$ cat config.mk
export PLATFORM = sky130hd
export DESIGN_NAME = ysyx_22040365_ctrl_flat
export DESIGN_NICKNAME = d
export VERILOG_FILES = /design/src/rtl/ysyx_22040365_ctrl_if.sv /design/src/rtl/ysyx_22040365_ctrl.sv /design/src/flat_wrapper.sv
export SDC_FILE = /design/constraint.sdc
export NUM_CORES = 1
export LEC_CHECK = 0
export CAP_MARGIN = 20
export CELL_PAD_IN_SITES_DETAIL_PLACEMENT = 1
export CELL_PAD_IN_SITES_GLOBAL_PLACEMENT = 1
export CORE_MARGIN = 5
export CORE_UTILIZATION = 33
export DETAILED_ROUTE_END_ITERATION = 12
export MAX_ROUTING_LAYER = met4
export PLACE_DENSITY = 0.76
export REMOVE_ABC_BUFFERS = 1
export SKIP_LAST_GASP = 1
export SYNTH_ARGS = -nofsm -noshare
export SYNTH_HDL_FRONTEND = slang
export SYNTH_SLANG_ARGS = --single-unit
$ cat constraint.sdc
create_clock -name clk -period 9.2 [get_ports clk]
set_input_delay 0.92 -clock clk [delete_from_list [all_inputs] [get_ports clk]]
set_output_delay 0.92 -clock clk [all_outputs]
set_load 0.02 [all_outputs]
$ cat src/rtl/ysyx_22040365_ctrl_if.sv
// Handshake bundle between the sequencer, instruction memory and the id/ex/regfile datapath.
// Latency: none, wires only.
// Backpressure: imem_req held until imem_ack; EXEC waits on ex_done.
interface ysyx_22040365_ctrl_if;
    logic        imem_req;
    logic [63:0] imem_addr;
    logic        imem_ack;
    logic [31:0] imem_rdata;
    logic [31:0] inst;
    logic        inst_valid;
    logic        ex_start;
    logic        ex_done;
    logic        jump;
    logic [63:0] jump_target;
    logic        halt_req;
    logic        wen_rd;
    logic [63:0] pc;
    logic        halted;
    logic        err;
    logic [63:0] cycle_cnt;
    logic [63:0] instret;

    modport master (
        output imem_req, imem_addr, inst, inst_valid, ex_start, wen_rd,
               pc, halted, err, cycle_cnt, instret,
        input  imem_ack, imem_rdata, ex_done, jump, jump_target, halt_req
    );

    modport slave (
        input  imem_req, imem_addr, inst, inst_valid, ex_start, wen_rd,
               pc, halted, err, cycle_cnt, instret,
        output imem_ack, imem_rdata, ex_done, jump, jump_target, halt_req
    );
endinterface

$ cat src/rtl/ysyx_22040365_ctrl.sv
// Multi-cycle sequencer: FETCH -> DECODE -> EXEC -> WB, with ebreak/timeout halt and counters.
// Latency: 4 cycles minimum per instruction (ack and ex_done both in their first cycle).
// Backpressure: FETCH stalls on imem_ack (bounded by TIMEOUT), EXEC stalls on ex_done.
module ysyx_22040365_ctrl #(
    parameter logic [63:0] RESET_PC = 64'h8000_0000,
    parameter logic [7:0]  TIMEOUT  = 8'd255
) (
    input  logic                    clk,
    input  logic                    rst,
    ysyx_22040365_ctrl_if.master    bus
);

    typedef enum logic [2:0] {
        S_FETCH,
        S_DECODE,
        S_EXEC,
        S_WB,
        S_HALT
    } state_t;

    state_t      state;
    state_t      state_nxt;
    logic        timeout_hit;
    logic [63:0] pc_q;
    logic [63:0] pc_nxt_q;
    logic [31:0] inst_q;
    logic [7:0]  wait_q;
    logic        ex_first_q;
    logic        halted_q;
    logic        err_q;
    logic [63:0] cycle_q;
    logic [63:0] instret_q;

    // Next-state selection; ack beats a coincident timeout.
    always_comb begin
        state_nxt   = state;
        timeout_hit = 1'b0;
        case (state)
            S_FETCH: begin
                if (bus.imem_ack) begin
                    state_nxt = S_DECODE;
                end else if (wait_q == TIMEOUT) begin
                    state_nxt   = S_HALT;
                    timeout_hit = 1'b1;
                end
            end
            S_DECODE: state_nxt = bus.halt_req ? S_HALT : S_EXEC;
            S_EXEC:   if (bus.ex_done) state_nxt = S_WB;
            S_WB:     state_nxt = S_FETCH;
            S_HALT:   state_nxt = S_HALT;
            default:  state_nxt = S_HALT;
        endcase
    end

    // State register.
    always_ff @(posedge clk or posedge rst) begin
        if (rst) state <= S_FETCH;
        else     state <= state_nxt;
    end

    // Datapath registers: instruction latch, pc update, wait counter, sticky flags, counters.
    always_ff @(posedge clk or posedge rst) begin
        if (rst) begin
            pc_q       <= RESET_PC;
            pc_nxt_q   <= RESET_PC;
            inst_q     <= 32'd0;
            wait_q     <= 8'd0;
            ex_first_q <= 1'b0;
            halted_q   <= 1'b0;
            err_q      <= 1'b0;
            cycle_q    <= 64'd0;
            instret_q  <= 64'd0;
        end else begin
            // Counter is zero outside FETCH, so it starts from zero on every entry.
            wait_q <= (state == S_FETCH && !bus.imem_ack) ? wait_q + 8'd1 : 8'd0;
            if (state == S_FETCH && bus.imem_ack) inst_q <= bus.imem_rdata;
            // Bit 0 of a redirect is dropped; bit 1 passes through untouched.
            if (state == S_EXEC && bus.ex_done)
                pc_nxt_q <= bus.jump ? {bus.jump_target[63:1], 1'b0} : pc_q + 64'd4;
            if (state == S_WB) pc_q <= pc_nxt_q;
            // Marks exactly the first EXEC cycle so ex_start cannot re-pulse while waiting.
            ex_first_q <= (state == S_DECODE) && !bus.halt_req;
            if (state != S_HALT) cycle_q <= cycle_q + 64'd1;
            if (state == S_WB || (state == S_DECODE && bus.halt_req))
                instret_q <= instret_q + 64'd1;
            if (timeout_hit) err_q <= 1'b1;
            if (state_nxt == S_HALT && state != S_HALT) halted_q <= 1'b1;
        end
    end

    // imem_req is masked by rst so it reads 0 while reset is held.
    assign bus.imem_req   = (state == S_FETCH) && !rst;
    assign bus.imem_addr  = pc_q;
    assign bus.inst       = inst_q;
    assign bus.inst_valid = (state == S_DECODE) || (state == S_EXEC) || (state == S_WB);
    assign bus.ex_start   = (state == S_EXEC) && ex_first_q;
    assign bus.wen_rd     = (state == S_WB);
    assign bus.pc         = pc_q;
    assign bus.halted     = halted_q;
    assign bus.err        = err_q;
    assign bus.cycle_cnt  = cycle_q;
    assign bus.instret    = instret_q;

endmodule

$ cat src/flat_wrapper.sv
// flat-port wrapper written by rule: the top's interface ports become plain ports
module ysyx_22040365_ctrl_flat 
#(
    parameter logic [63:0] RESET_PC = 64'h8000_0000,
    parameter logic [7:0]  TIMEOUT  = 8'd255
)
  (clk, rst, bus_imem_req, bus_imem_addr, bus_inst, bus_inst_valid, bus_ex_start, bus_wen_rd, bus_pc, bus_halted, bus_err, bus_cycle_cnt, bus_instret, bus_imem_ack, bus_imem_rdata, bus_ex_done, bus_jump, bus_jump_target, bus_halt_req);
  ysyx_22040365_ctrl_if bus_i ();
  input  logic clk;
  input  logic rst;
  output wire logic [$bits(bus_i.imem_req)-1:0] bus_imem_req;
  output wire logic [$bits(bus_i.imem_addr)-1:0] bus_imem_addr;
  output wire logic [$bits(bus_i.inst)-1:0] bus_inst;
  output wire logic [$bits(bus_i.inst_valid)-1:0] bus_inst_valid;
  output wire logic [$bits(bus_i.ex_start)-1:0] bus_ex_start;
  output wire logic [$bits(bus_i.wen_rd)-1:0] bus_wen_rd;
  output wire logic [$bits(bus_i.pc)-1:0] bus_pc;
  output wire logic [$bits(bus_i.halted)-1:0] bus_halted;
  output wire logic [$bits(bus_i.err)-1:0] bus_err;
  output wire logic [$bits(bus_i.cycle_cnt)-1:0] bus_cycle_cnt;
  output wire logic [$bits(bus_i.instret)-1:0] bus_instret;
  input wire logic [$bits(bus_i.imem_ack)-1:0] bus_imem_ack;
  input wire logic [$bits(bus_i.imem_rdata)-1:0] bus_imem_rdata;
  input wire logic [$bits(bus_i.ex_done)-1:0] bus_ex_done;
  input wire logic [$bits(bus_i.jump)-1:0] bus_jump;
  input wire logic [$bits(bus_i.jump_target)-1:0] bus_jump_target;
  input wire logic [$bits(bus_i.halt_req)-1:0] bus_halt_req;
  assign bus_imem_req = bus_i.imem_req;
  assign bus_imem_addr = bus_i.imem_addr;
  assign bus_inst = bus_i.inst;
  assign bus_inst_valid = bus_i.inst_valid;
  assign bus_ex_start = bus_i.ex_start;
  assign bus_wen_rd = bus_i.wen_rd;
  assign bus_pc = bus_i.pc;
  assign bus_halted = bus_i.halted;
  assign bus_err = bus_i.err;
  assign bus_cycle_cnt = bus_i.cycle_cnt;
  assign bus_instret = bus_i.instret;
  assign bus_i.imem_ack = bus_imem_ack;
  assign bus_i.imem_rdata = bus_imem_rdata;
  assign bus_i.ex_done = bus_ex_done;
  assign bus_i.jump = bus_jump;
  assign bus_i.jump_target = bus_jump_target;
  assign bus_i.halt_req = bus_halt_req;
  ysyx_22040365_ctrl #(.RESET_PC(RESET_PC), .TIMEOUT(TIMEOUT)) u_core (.clk(clk), .rst(rst), .bus(bus_i));
endmodule
# After elaboration in Yosys (flattened, before gate mapping)
# Cells that the tools add are included.
classes:
  reduce_logical: 15
  add_sub_neg: 4
  n_mux: 10
  n_eq_ne: 6
op_table:
  columns: ["cell", "count"]
  rows:
  - ["64-bit by 1-bit adder with 64-bit output (second input constant)", 2]
  - ["64-bit by 3-bit adder with 64-bit output (second input constant)", 1]
  - ["64-bit 2-to-1 mux", 1]
  - ["3-bit 2-to-1 mux", 4]
  - ["3-bit case mux with 4 select lines", 1]
  - ["8-bit by 1-bit adder with 8-bit output (second input constant)", 1]
  - ["8-bit equality test (second input constant)", 1]
  - ["1-bit logical AND", 8]
  - ["8-bit 2-to-1 mux", 1]
  - ["3-bit by 2-bit equality test with 1-bit output (second input constant)", 2]
  - ["3-bit by 1-bit equality test with 1-bit output (second input constant)", 1]
  - ["3-bit equality test (second input constant)", 1]
  - ["1-bit logical NOT", 3]
  - ["3-bit logical NOT", 1]
  - ["1-bit logical OR", 3]
  - ["1-bit 2-to-1 mux", 3]
  - ["3-bit inequality test (second input constant)", 1]
totals:
  ff_bits: 302
  in_bits: 102

# Longest topological paths before layout
depth:
  ltp_word: 6
  ltp_mapped: 9
  ltp_nobuf: 7

# Least setup slack after synthesis
# Ideal clock, no wire load.
synth_path:
  path_type: "in2reg"
  from: "in bus_halt_req"
  to: "reg u_core.instret_q[63] (netlist: u_core.bus.instret[63])"
  path_stages: 8
  t_required_ps: 9121
  slack_ps: 6235
  setup_time_ps: 79
  arrival_time_ps: 2886
  path_cell_list: "nor2_1 > or3_4 > buf_6 > or4_4 > or3_1 > buf_6 > nor4_4 > xor2_1"
synth_between:
  elab_chain_cells: 2
synth_lines:
  columns: ["element", "line", "source"]
  rows:
  - ["start, declared", "flat_wrapper.sv:27", "input wire logic [$bits(bus_i.halt_req)-1:0] bus_halt_req;"]
  - ["1-bit logical AND", "ysyx_22040365_ctrl.sv:84", "if (state == S_WB || (state == S_DECODE && bus.halt_req))"]
  - ["1-bit logical OR", "ysyx_22040365_ctrl.sv:84", null]
  - ["end signal, assigned", "ysyx_22040365_ctrl.sv:85", "instret_q <= instret_q + 64'd1;"]
  - ["end, declared", "ysyx_22040365_ctrl.sv:32", "logic [63:0] instret_q;"]
# Every way passes these cells.
# A chain may end at the register's enable or synchronous reset.

# Worst setup path after layout
layout_path:
  from: "in rst"
  to: "out bus_imem_req"
layout_between:
  elab_chain_cells: 2
layout_lines:
  columns: ["element", "line", "source"]
  rows:
  - ["start, declared", "flat_wrapper.sv:10", "input logic rst;"]
  - ["1-bit logical NOT (no source line)", null, null]
  - ["1-bit logical AND", "ysyx_22040365_ctrl.sv:92", "assign bus.imem_req = (state == S_FETCH) && !rst;"]
  - ["end, declared", "flat_wrapper.sv:11", "output wire logic [$bits(bus_i.imem_req)-1:0] bus_imem_req;"]
# Every way passes these cells.

==> impl_metrics.toml <==
[status]
status = "completed"

[clock_tree]
holdBufCountCts = 0
cts_sinks = 302
cts_max_level = 2
cts_buffers = 38
tritoncts = "yes"
cts-root-buf = "clkbuf_16"
ctsLongestPathBuffers = 3
ctsResizeCount = 0
clk_transition_reported_paths_ns = 0.05
cts_setup_buffers = 0
clock_latency_ns = 0.55

[placed_design]
hpwl_mm = 32.32
port_buffers = 394
post-place-cells = 2347
place_congestion = 0.7985
place_ws_ns = 5.369
place_area_um2 = 18460

[layout]
layout.nets = 1910
drive_above_1_share_pct = 6.521
final_area_um2 = 19660
final_common_cell = "clkdlybuf4s50_1"
areaGrowthSynthToFinish_pct = 36.35
nFillCells = 4889
final_cell_mix = "clkdlybuf4s50_1 (393), dfrtp_1 (300), nand2_1 (285)"
layout.cells.non_filler = 2418
fin_util_pct = 45.54

[pwr]
p_per_area_nw_per_um2 = 191.0
p_total_mw = 3.755
vdd_drop_max_v = 0.0001854
p_leak_nw = 8.343

[detailed_routing]
drtIter0Drc = 627
routed_wl_mm = 46.58
routed_via_density = 4.954
drcViolationCount = 0
vias = 11979
ant_nets = 0
routedWlPerCell_um = 19.26
drtPass1Iterations = 6

[timing]
whs_ns = 0.4597
rsz0062_at_grt = "no"
final_hold_viol_count = 0
max_clock_freq_mhz = 302.3
finalMaxSlewViolations = 0
fin_crit_sh_pct = 35.95
slew_headroom_pct = 36.92
finClkSkew_ns = 0.01800
fin_ws_ns = 5.892
fin_crit_ns = 3.308
finalSetupTns_ns = 0
worst_pin_slew_ns = 0.9463
setup_viol = 0

[global_route]
globalRouteMet3Util_pct = 4.773
grt.met1_usage_pct = 23.40
gr-total-overflow = 0
antenna_found_initial = 8
grt_usage_pct = 19.52
grt_pass1_vias = 12988
grt_pass1_wl_mm = 73.19
grt_max_degree = 103
grt_use_met2_pct = 32.92
top_usage_layer = "met2"

[synthesis]
synth_top_area_cell = "dfrtp_1"
syn_area_um2 = 14420
async_flop_share_pct = 100.0
synth_area_leaders = "dfrtp_1 (52%), nand2_1 (7.5%), xnor2_1 (6.8%)"
synth_top_area_share_pct = 52.06
synthDistinctLibCells = 48
syn_area_per_cell_um2 = 9.730
synth_edf_count = 0
ys_warn_count = 0
synth_seq_area_share_pct = 52.43
ys.flop_type = "dfrtp_1"
synth_seq_cells = 302
syn_inst = 1482

[setup_path]
path_class = "in -> out"
critPathArrivalTime_ns = 2.39
critPathMaxFanout = 2
start_kind = "input port"
rrSetupSlack_ns = 6.04
critPathRequiredTime_ns = 8.28
setup.worst_path.end_class = "primary output"

[floorplanning]
die-area_um2 = 47980
num_rows = 76
io_pins = 396
die_width_um = 219.0
start_util_pct = 33.40
die_h_um = 219.0
core_area_um2 = 43170

[flow_run]
cap_violations = 0

[min_path]
min_path_type = "reg -> reg"
-- layout make-up --
cell class	count	area, um^2	share of cell area (%)
diodes	8	20.02	0.1018
clock buffers	55	1096	5.575
clock inverters	6	61.31	0.3118
inverters	15	63.81	0.3246
multi-input cells	1038	6067	30.86
flip-flops and latches	302	7560	38.45
well taps	585	732.0	3.723
repair buffers	409	4061	20.66
-- sequential cells by signal, summed over array words and instances (netlist names) --
| name | flops |
|---|---|
| u_core.pc_nxt_q | 64 |
| u_core.bus.imem_addr | 64 |
| u_core.bus.err | 1 |
| u_core.wait_q | 8 |
| u_core.bus.instret | 64 |
| u_core.bus.halted | 1 |
| u_core.ex_first_q | 1 |
| u_core.bus.cycle_cnt | 64 |
| u_core.bus.inst | 32 |
| u_core.state | 3 |
-- cell usage after synthesis, drive strengths merged, types with 3 or more instances --
master	count
mux2	34
o31ai	4
xnor2	112
buf	73
clkbuf	54
nand2	287
nor2b	4
inv	13
nand4	48
o22ai	20
mux2i	6
nand3b	3
or3	9
and3	37
dfrtp	300
ha	4
and4	18
and2	10
nand2b	12
nor4	24
o31a	3
nor3	33
o21ai	52
xor2	72
a21oi	49
or2	4
nor2	102
nand3	79
-- cells by family after synthesis --
logic type,after synthesis,synth area share [%]
DFF,302,52.43
AOI/OAI and AO/OA,134,5.111
xor gates and xnor gates,184,11.18
muxes,40,3.072
and+or+nand+nor,676,22.33
adders and majority gates,4,0.3471
buffers and inverters,142,5.544
-- path summary, 6_finish.rpt --
check                      cells past startpoint                                   end                                 start
max                                            3                          bus_imem_req                                   rst
min                                            2  u_core.bus.imem_addr[31]$_DFFE_PP1P_       u_core.pc_nxt_q[31]$_DFFE_PP1P_
max reg2reg                                    6       u_core.pc_nxt_q[56]$_DFFE_PP0P_  u_core.bus.imem_addr[31]$_DFFE_PP1P_
min reg2reg                                    2  u_core.bus.imem_addr[31]$_DFFE_PP1P_       u_core.pc_nxt_q[31]$_DFFE_PP1P_
max in group asynchronous                      3       u_core.pc_nxt_q[23]$_DFFE_PP0P_                                   rst
min in group asynchronous                      2  u_core.bus.cycle_cnt[13]$_DFFE_PP0P_                                   rst
-- report_power, final --
group	leakage (nW)	total, mW	internal (mW)	switching (mW)
clock	0.566	1.42	0.848	0.568
combinational	3.74	0.706	0.366	0.340
sequential	4.04	1.63	1.50	0.128
-- worst max-delay path, cell delays in order --
cell,delay (ns)
clkdlybuf4s50_1,0.51
nor4_1,0.27
clkdlybuf4s50_1,0.69
-- per-layer routing --
metal	share of wire, %	wire length (um)	up-vias
met3	6.2	2901	65
met1	42	19460	6031
met5	0	0	-
li1	-	-	5595
met2	50	23200	288
met4	2.2	1011	0
(Power assumes the default switching activity.)
